==> src/rtl/mips_mem_pkg.sv <==
// Shared definitions for the MEM-stage store path: size codes, buffer entry
// layout and the byte-enable / lane-steering helpers.
package mips_mem_pkg;

    localparam logic [1:0] SZ_BYTE = 2'b00;
    localparam logic [1:0] SZ_HALF = 2'b01;
    localparam logic [1:0] SZ_WORD = 2'b10;

    typedef struct packed {
        logic [9:0]  waddr;
        logic [31:0] data;
        logic [3:0]  be;
    } sb_entry_t;

    function automatic logic [3:0] be_gen(input logic [1:0] size, input logic [1:0] a);
        case (size)
            SZ_BYTE: be_gen = 4'b0001 << a;
            SZ_HALF: be_gen = 4'b0011 << a;
            default: be_gen = 4'b1111;
        endcase
    endfunction

    function automatic logic [31:0] lane_steer(input logic [1:0] size, input logic [1:0] a,
                                               input logic [31:0] data);
        case (size)
            SZ_BYTE: lane_steer = {24'h0, data[7:0]} << {a, 3'b000};
            SZ_HALF: lane_steer = {16'h0, data[15:0]} << {a, 3'b000};
            default: lane_steer = data;
        endcase
    endfunction

    function automatic logic misaligned(input logic [1:0] size, input logic [1:0] a);
        case (size)
            SZ_BYTE: misaligned = 1'b0;
            SZ_HALF: misaligned = a[0];
            default: misaligned = (a != 2'b00);
        endcase
    endfunction

endpackage

==> src/rtl/store_lane_align.sv <==
// Combinational lane logic: store data steering and byte enables, plus load
// lane extraction with sign/zero extension.
module store_lane_align
    import mips_mem_pkg::*;
(
    input  logic [1:0]  i_size,
    input  logic [1:0]  i_addr_lo,
    input  logic        i_sext,
    input  logic [31:0] i_wdata,
    input  logic [31:0] i_rdword,
    output logic [31:0] o_wlane,
    output logic [3:0]  o_be,
    output logic [31:0] o_rdata,
    output logic        o_misalign
);

    logic [31:0] w_shifted;

    assign o_wlane    = lane_steer(i_size, i_addr_lo, i_wdata);
    assign o_be       = be_gen(i_size, i_addr_lo);
    assign o_misalign = misaligned(i_size, i_addr_lo);
    assign w_shifted  = i_rdword >> {i_addr_lo, 3'b000};

    always_comb begin
        o_rdata = w_shifted;
        case (i_size)
            SZ_BYTE: o_rdata = i_sext ? {{24{w_shifted[7]}}, w_shifted[7:0]}
                                      : {24'h0, w_shifted[7:0]};
            SZ_HALF: o_rdata = i_sext ? {{16{w_shifted[15]}}, w_shifted[15:0]}
                                      : {16'h0, w_shifted[15:0]};
            default: o_rdata = w_shifted;
        endcase
    end

endmodule

==> src/rtl/store_buffer_dm.sv <==
// Store buffer in front of the word-only data memory: queues sub-word stores,
// drains them by read-merge-write and arbitrates the single DM port with loads.
module store_buffer_dm
    import mips_mem_pkg::*;
#(
    parameter int DEPTH = 4,
    parameter int AW    = 10
) (
    input  logic          clk,
    input  logic          rst,
    input  logic          cpu_we,
    input  logic          cpu_re,
    input  logic [11:0]   cpu_addr,
    input  logic [1:0]    cpu_size,
    input  logic          cpu_sext,
    input  logic [31:0]   cpu_wdata,
    output logic [31:0]   cpu_rdata,
    output logic          cpu_stall,
    output logic          cpu_misalign,
    output logic          dm_wr,
    output logic [AW-1:0] dm_addr,
    output logic [31:0]   dm_din,
    input  logic [31:0]   dm_dout,
    output logic          sb_empty
);

    localparam int PW = $clog2(DEPTH);

    sb_entry_t        r_mem [DEPTH];
    logic [DEPTH-1:0] r_vld;
    logic [PW-1:0]    r_head;
    logic [PW-1:0]    r_tail;
    logic [PW:0]      r_count;

    logic        w_full;
    logic        w_empty;
    logic        w_hit;
    logic        w_push;
    logic        w_drain;
    logic        w_load_dm;
    logic [31:0] w_wlane;
    logic [3:0]  w_be;
    logic [31:0] w_rdata;
    logic        w_misalign;
    sb_entry_t   w_head;

    store_lane_align u_align (
        .i_size     (cpu_size),
        .i_addr_lo  (cpu_addr[1:0]),
        .i_sext     (cpu_sext),
        .i_wdata    (cpu_wdata),
        .i_rdword   (dm_dout),
        .o_wlane    (w_wlane),
        .o_be       (w_be),
        .o_rdata    (w_rdata),
        .o_misalign (w_misalign)
    );

    assign w_full  = (r_count == (PW+1)'(DEPTH));
    assign w_empty = (r_count == '0);
    assign w_head  = r_mem[r_head];

    always_comb begin
        w_hit = 1'b0;
        for (int i = 0; i < DEPTH; i++) begin
            if (r_vld[i] && (r_mem[i].waddr == cpu_addr[11:2])) w_hit = 1'b1;
        end
    end

    // A full buffer always drains; otherwise a clean load owns the port.
    assign w_load_dm = cpu_re & ~w_misalign & ~w_hit;
    assign w_drain   = ~w_empty & (w_full | ~w_load_dm);
    assign w_push    = cpu_we & ~w_full & ~w_misalign;

    assign dm_wr   = w_drain & ~rst;
    assign dm_addr = w_drain ? w_head.waddr[AW-1:0] : cpu_addr[AW+1:2];

    always_comb begin
        for (int i = 0; i < 4; i++) begin
            dm_din[i*8 +: 8] = w_head.be[i] ? w_head.data[i*8 +: 8] : dm_dout[i*8 +: 8];
        end
    end

    assign cpu_stall    = (cpu_we & ~w_misalign & w_full)
                        | (cpu_re & ~w_misalign & (w_hit | w_full));
    assign cpu_misalign = w_misalign;
    assign cpu_rdata    = w_misalign ? 32'h0 : w_rdata;
    assign sb_empty     = w_empty;

    always_ff @(posedge clk) begin
        if (rst) begin
            r_count <= '0;
            r_head  <= '0;
            r_tail  <= '0;
            r_vld   <= '0;
        end else begin
            if (w_push) begin
                r_vld[r_tail] <= 1'b1;
                r_tail        <= r_tail + 1'b1;
            end
            if (w_drain) begin
                r_vld[r_head] <= 1'b0;
                r_head        <= r_head + 1'b1;
            end
            r_count <= r_count + (PW+1)'(w_push) - (PW+1)'(w_drain);
        end
    end

    always_ff @(posedge clk) begin
        if (w_push) r_mem[r_tail] <= '{waddr: cpu_addr[11:2], data: w_wlane, be: w_be};
    end

endmodule
==> config.mk <==
export PLATFORM = sky130hd
export DESIGN_NAME = store_buffer_dm
export DESIGN_NICKNAME = d
export VERILOG_FILES = /design/src/rtl/mips_mem_pkg.sv /design/src/rtl/store_lane_align.sv /design/src/rtl/store_buffer_dm.sv
export SDC_FILE = /design/constraint.sdc
export NUM_CORES = 1
export LEC_CHECK = 0
export ABC_AREA = 1
export BUFFER_PORTS_ARGS = -buffer_cell sky130_fd_sc_hd__buf_2
export CAP_MARGIN = 10
export CORE_MARGIN = 2
export CORE_UTILIZATION = 45
export CTS_CLUSTER_SIZE = 30
export DETAILED_ROUTE_END_ITERATION = 12
export PLACE_DENSITY = 0.65
export SYNTH_ARGS = -nofsm -noshare
export SYNTH_HDL_FRONTEND = slang
export SYNTH_HIERARCHICAL = 1
export SYNTH_SLANG_ARGS = --single-unit
==> constraint.sdc <==
create_clock -name clk -period 7.6 [get_ports clk]
set_clock_uncertainty 0.15 [all_clocks]
set_input_delay 1.52 -clock clk [delete_from_list [all_inputs] [get_ports clk]]
set_output_delay 1.52 -clock clk [all_outputs]
set_load 0.01 [all_outputs]
==> run metrics, run 1 <==
relative slew slack 0.201; VDD IR max 0.000156 V; share of layout cells above drive strength 1 0.174; die area 24,900 um2; P&R area growth vs syn 14.4%; CTS resizes 0; Post-route DRC 0; Die Y 158 um; minimum clock period 5800 ps; Final Setup Violations 0; Startpoint Class input port; vias 9,050; Detail Route Antenna Nets 0; IO buf count 160; number of hold buffers added after CTS 0; CP Depth 11; Clock H-tree levels 4; Core Area 23,300 um2; WP data arrival 4130 ps; Syn Std Cell Area 10,600 um2; # fillers 2,204; post-synth top area share 0.520; root buffer cell clkbuf_16; drt via density 5.30; r2r endpoint r_count[2]; initial antenna violation count 1; Simple-Gate Fraction of Synth Area 0.231; cell repeated most along the worst path nand2_1; Synth Area in Compound Gates 0.117; synthesized flop and latch total 197; Synth Flop Type edfxtp_1; unrepaired setup endpoints after global routing no; Peak Freq 172 MHz; CP Launch Point cpu_addr[0]; Overall Global Routing Usage 0.248; final hold vios 0; mux cell area share after synthesis 0; syn avg cell area 8.45 um2; first-pass GRT wire length 45,800 um; warnings from Yosys 6; CP max FO 54; Post-synth EDFFs 184; slew at the pin closest to its max-slew limit 1200 ps; final slew viol count 0; grt total ovfl 0; Hold Path Class reg -> reg; Post-Syn Instances 1,258; Slowest cell on crit path buf_2; Leak 0.00528 uW; Seq. cell area 5790 um2; CP Data Required Time 5930 ps; vias in the first global route 8,212; Clock Sinks 197; Cell variety after synth 37; Post-synth top cells nor2_1, nand2_1, edfxtp_1; most common cell in the netlist nor2_1; num rows 56; status completed; syn nets 1,351; CP cell instances buf_2 > nand2_1 > a21oi_4 > nor2_1 > inv_1 > nor2_1 > nand2_2 > nand2_1 > nand2_1 > nand2_1 > buf_2; Buf/Inv on CP 3; CP Class in -> out; r2r worst-path depth 18; die width 158 um; Post-Route WL 30,800 um; setup TNS 0 ps; CP Capture Type output port; pin count of the biggest net entering global routing 74; Starting Density 0.455; xor and xnor fraction of the mapped netlist area 0.00577; slowest stage delay, CP 680 ps; Iteration-0 DRC Markers 867; largest family of logic cells by synthesized area simple AND/OR/NAND/NOR gates; Area contributors post-synth edfxtp_1, nor2_1, nand2_1, o21ai_0, inv_1; drt pass-1 iters 6; Non-Filler Instances 1,709; Multi-input gate area 3930 um2; Tot Pwr 3620 uW; Final #Nets 1,470; CTS Buf Count 17; total placed cells including tap cells 1,677; R2R Setup Slk 4350 ps; crit share post-route 0.763; CTS tree yes; max_cap viols 0; PwrDens 298 nW/um2; Synth area leader edfxtp_1; WL/cell 18.0 um; Critical Path Sink dm_addr[7]; gp weighted congestion 0.933; post-synthesis adder-cell area fraction 0.0125; post-DP HPWL 21,100 um; sequential share of the synthesized area 0.544; clk buf depth 2; I/O pins 161; crit-path leading delay family simple AND/OR/NAND/NOR gates; Post-CTS Setup Inserts 0; FF-to-FF Start r_mem[3][39]; Async SR Flop Fraction 0; Reg clk slew, reported paths 70 ps; later-pin clock latency in the skew report 440 ps
-- where the power goes --
| group | total [uW] | switching [uW] | internal [uW] |
|---|---|---|---|
| clock | 944 | 417 | 527 |
| sequential | 1350 | 73.8 | 1280 |
| combinational | 1330 | 898 | 428 |
| total | 3620 | 1390 | 2230 |
-- stage by stage --
| stage | cell area (um2) | hold slack, ps | worst slack [ps] | util |
|---|---|---|---|---|
| 2_1_floorplan | 10600 | 313 | 2290 | - |
| 3_3_place_gp | 11500 | 335 | 1850 | 0.495 |
| 3_5_place_dp | 11500 | 349 | 1810 | 0.495 |
| 4_1_cts | 12200 | 365 | 1810 | 0.521 |
| 5_1_grt | 12200 | 389 | 1580 | 0.521 |
| 6_report | 12200 | 363 | 1800 | 0.521 |
-- layout by cell type (no fill, tap or decap), types with 2 or more instances in the layout --
cell and instances:
clkbuf_16 17, clkinvlp_4 2, bufinv_16 3, ha_1 9, a21boi_0 2, inv_2 8
a21oi_1 30, o21ai_0 130, o211ai_1 2, nand2_2 3, nand4_1 10, inv_6 4
o22ai_2 4, inv_8 3, o21ai_1 18, nand2_1 256, a21oi_2 4, inv_1 140
nor2_2 4, edfxtp_1 184, a31oi_1 32, xnor2_1 6, buf_2 160, buf_4 8
nor2_1 253, nand3_2 12, nand3_1 54, nor2_4 5, o21a_1 3, dfxtp_1 12
-- layer usage --
layer | share of wire | track usage | vias to the layer above
li1 | - | - | 4370
met1 | 0.43 | 0.337 | 4237
met2 | 0.47 | 0.405 | 386
met3 | 0.075 | 0.0419 | 57
met4 | 0.027 | 0.0844 | 0
met5 | 0 | 0 | -
-- registers in the layout (all words and copies together), names as in the netlist, named ones only --
register and flops:
r_mem 184, r_head 2, r_vld 4, r_count 3
r_tail 2
-- how the worst min path moves through the flow --
stage	slack, ps	to	startpoint	cells after the start
floorplan	310	r_tail[0]	r_tail[0]	1
global placement	340	r_tail[0]	r_tail[0]	1
detailed placement	350	r_tail[0]	r_tail[0]	1
CTS	360	r_tail[0]	r_tail[0]	1
global route	390	r_tail[0]	r_tail[0]	1
finish	360	r_tail[0]	r_tail[0]	1
-- cell families (layout without fill, tap and decap cells) --
| family | Yosys count | in the layout |
|---|---|---|
| AO/OA/AOI/OAI | 227 | 227 |
| XOR/XNOR | 7 | 7 |
| adder cells (fa/ha/maj) | 10 | 10 |
| buffers and inverters | 217 | 348 |
| flip-flops | 197 | 197 |
| other | 0 | 1 |
| AND/OR/NAND/NOR | 600 | 600 |
-- layout make-up --
| cell class | instances | share of cell area |
|---|---|---|
| Antenna cell | 1 | 0.000206 |
| Sequential cell | 197 | 0.476 |
| Clock buffer | 17 | 0.0350 |
| Multi-Input combinational cell | 844 | 0.323 |
| Timing Repair Buffer | 168 | 0.0708 |
| Tap cell | 319 | 0.0328 |
| Inverter | 149 | 0.0466 |
| Clock inverter | 14 | 0.0157 |
(Power assumes the default switching activity.)
==> run 2: changes to the inputs <==
--- a/config.mk
+++ b/config.mk
@@ -12,7 +12,7 @@
 export CORE_UTILIZATION = 45
 export CTS_CLUSTER_SIZE = 30
 export DETAILED_ROUTE_END_ITERATION = 12
-export PLACE_DENSITY = 0.65
+export PLACE_DENSITY = 0.68
 export SYNTH_ARGS = -nofsm -noshare
 export SYNTH_HDL_FRONTEND = slang
 export SYNTH_HIERARCHICAL = 1
==> constraint.sdc (replaced) <==
create_clock -name clk -period 5.31 [get_ports clk]
set_clock_uncertainty 0.15 [all_clocks]
set_input_delay 1.062 -clock clk [delete_from_list [all_inputs] [get_ports clk]]
set_output_delay 1.062 -clock clk [all_outputs]
set_load 0.01 [all_outputs]
==> run 2 against run 1 <==
  * Largest cell class unchanged
  * First-iteration DRC count is 5.4% higher
  * Flip-flop and latch count did not move
  * Global-route usage grew 0.32 points
  * Design area is 0.67% higher
  * Highest routed layer is now met5
==> run metrics, run 2 (synthesis results as in run 1) <==
status completed; setup TNS 0 ps; WL/cell 18.1 um; Top reg by flops r_mem; max_cap viols 0; Final Setup Violations 0; fin util 0.525; CTS resizes 0; PwrDens 419 nW/um2; Clock H-tree levels 4; share of layout cells above drive strength 1 0.179; die area 24,900 um2; CP Data Required Time 4100 ps; max reg flops 184; Leak 0.00533 uW; Iteration-0 DRC Markers 914; vias in the first global route 8,343; pin count of the biggest net entering global routing 61; CP Class in -> out; drt pass-1 iters 5; later-pin clock latency in the skew report 440 ps; final slew viol count 0; met3 global-route usage 0.0339; Hold Path Class reg -> reg; minimum clock period 4350 ps; most frequent cells in the layout nand2_1, nor2_1, edfxtp_1, buf_2, inv_1; Detail Route Antenna Nets 0; Post-Route WL 31,100 um; Final #Nets 1,480; met1 usage 0.344; clk buf depth 2; CP max FO 24; GRT Max-Usage Layer met2; most common cell after layout, fill and taps aside nand2_1; Reg clk slew, reported paths 70 ps; initial antenna violation count 2; Starting Density 0.455; CP Capture Type output port; Multi-input gate area 3930 um2; IO buf count 160; crit share post-route 0.818; number of hold buffers added after CTS 0; gp weighted congestion 0.964; slew at the pin closest to its max-slew limit 797 ps; grt total ovfl 0; Clock Sinks 197; largest registers r_mem (184), r_vld (4), r_count (3); CTS Buf Count 17; unrepaired setup endpoints after global routing no; I/O pins 161; Overall Global Routing Usage 0.252; die width 158 um; # fillers 2,216; final hold vios 0; VDD IR max 0.000206 V; relative slew slack 0.467; CTS tree yes; drt via density 5.33; Startpoint Class input port; Post-route DRC 0; WP data arrival 3130 ps; Core Area 23,300 um2; P&R area growth vs syn 15.2%; Seq. cell area 5790 um2; post-DP HPWL 21,700 um; met2 usage 0.413; num rows 56; first-pass GRT wire length 46,400 um; root buffer cell clkbuf_16; Post-CTS Setup Inserts 0; Die Y 158 um; Peak Freq 230 MHz; vias 9,168
## run 2: cell types whose count changed in the layout (fill, tap and decap cells not counted), sizes merged
cell	before	now
buf	168	178
clkinv	3	6
bufinv	3	1
clkbuf	17	18
inv	155	154
## run 2: area by class of cell
cell class	instances	share of cell area
Antenna cell	1	0.000204
Clock buffer	18	0.0351
Clock inverter	14	0.0118
Inverter	149	0.0463
Multi-Input combinational cell	844	0.321
Sequential cell	197	0.473
Tap cell	319	0.0326
Timing Repair Buffer	178	0.0805
## run 2: final timing paths
check,start,end,slack [ps],depth (start not counted)
hold / removal,r_tail[0],r_tail[0],360,1
setup reg to reg,r_mem[3][39],r_count[2],2420,18
hold reg to reg,r_tail[0],r_tail[0],360,1
setup / recovery,cpu_size[1],cpu_rdata[25],960,9
## run 2: metal layers
| layer | up-vias | wire (um) | part of all wire |
|---|---|---|---|
| met5 | - | 11 | 0.00035 |
| met4 | 2 | 752 | 0.024 |
| met3 | 46 | 2310 | 0.074 |
| met2 | 407 | 14900 | 0.48 |
| met1 | 4324 | 13100 | 0.42 |
| li1 | 4389 | - | - |
## run 2: critical path, cell delays in order
cell     delay (ps)
buf_2           240
inv_2           390
nand2_2         240
nor2_2          150
nand3_2         390
nand3_1         230
inv_1            70
nor2_1          180
buf_2           170
## run 2: per-stage QoR
step / setup WS, ps / cell area (um2) / total power [uW] / instances / hold slack (ps)
after detailed placement: 945 / 11700 / 3920 / 1687 / 345
final: 964 / 12200 / 5130 / 1720 / 360
after CTS: 939 / 12200 / 5150 / 1719 / 360
after global placement: 1010 / 11700 / 3890 / 1687 / 338
after global routing: 743 / 12200 / 5450 / 1719 / 390
after floorplan: 461 / 10600 / 3220 / 1258 / 313
## run 2: power breakdown
part	internal, uW	switching (uW)	total, uW	leakage [uW]
clock	659	585	1240	0.000275
combinational	654	1310	1970	0.00326
sequential	1830	97.9	1920	0.00179
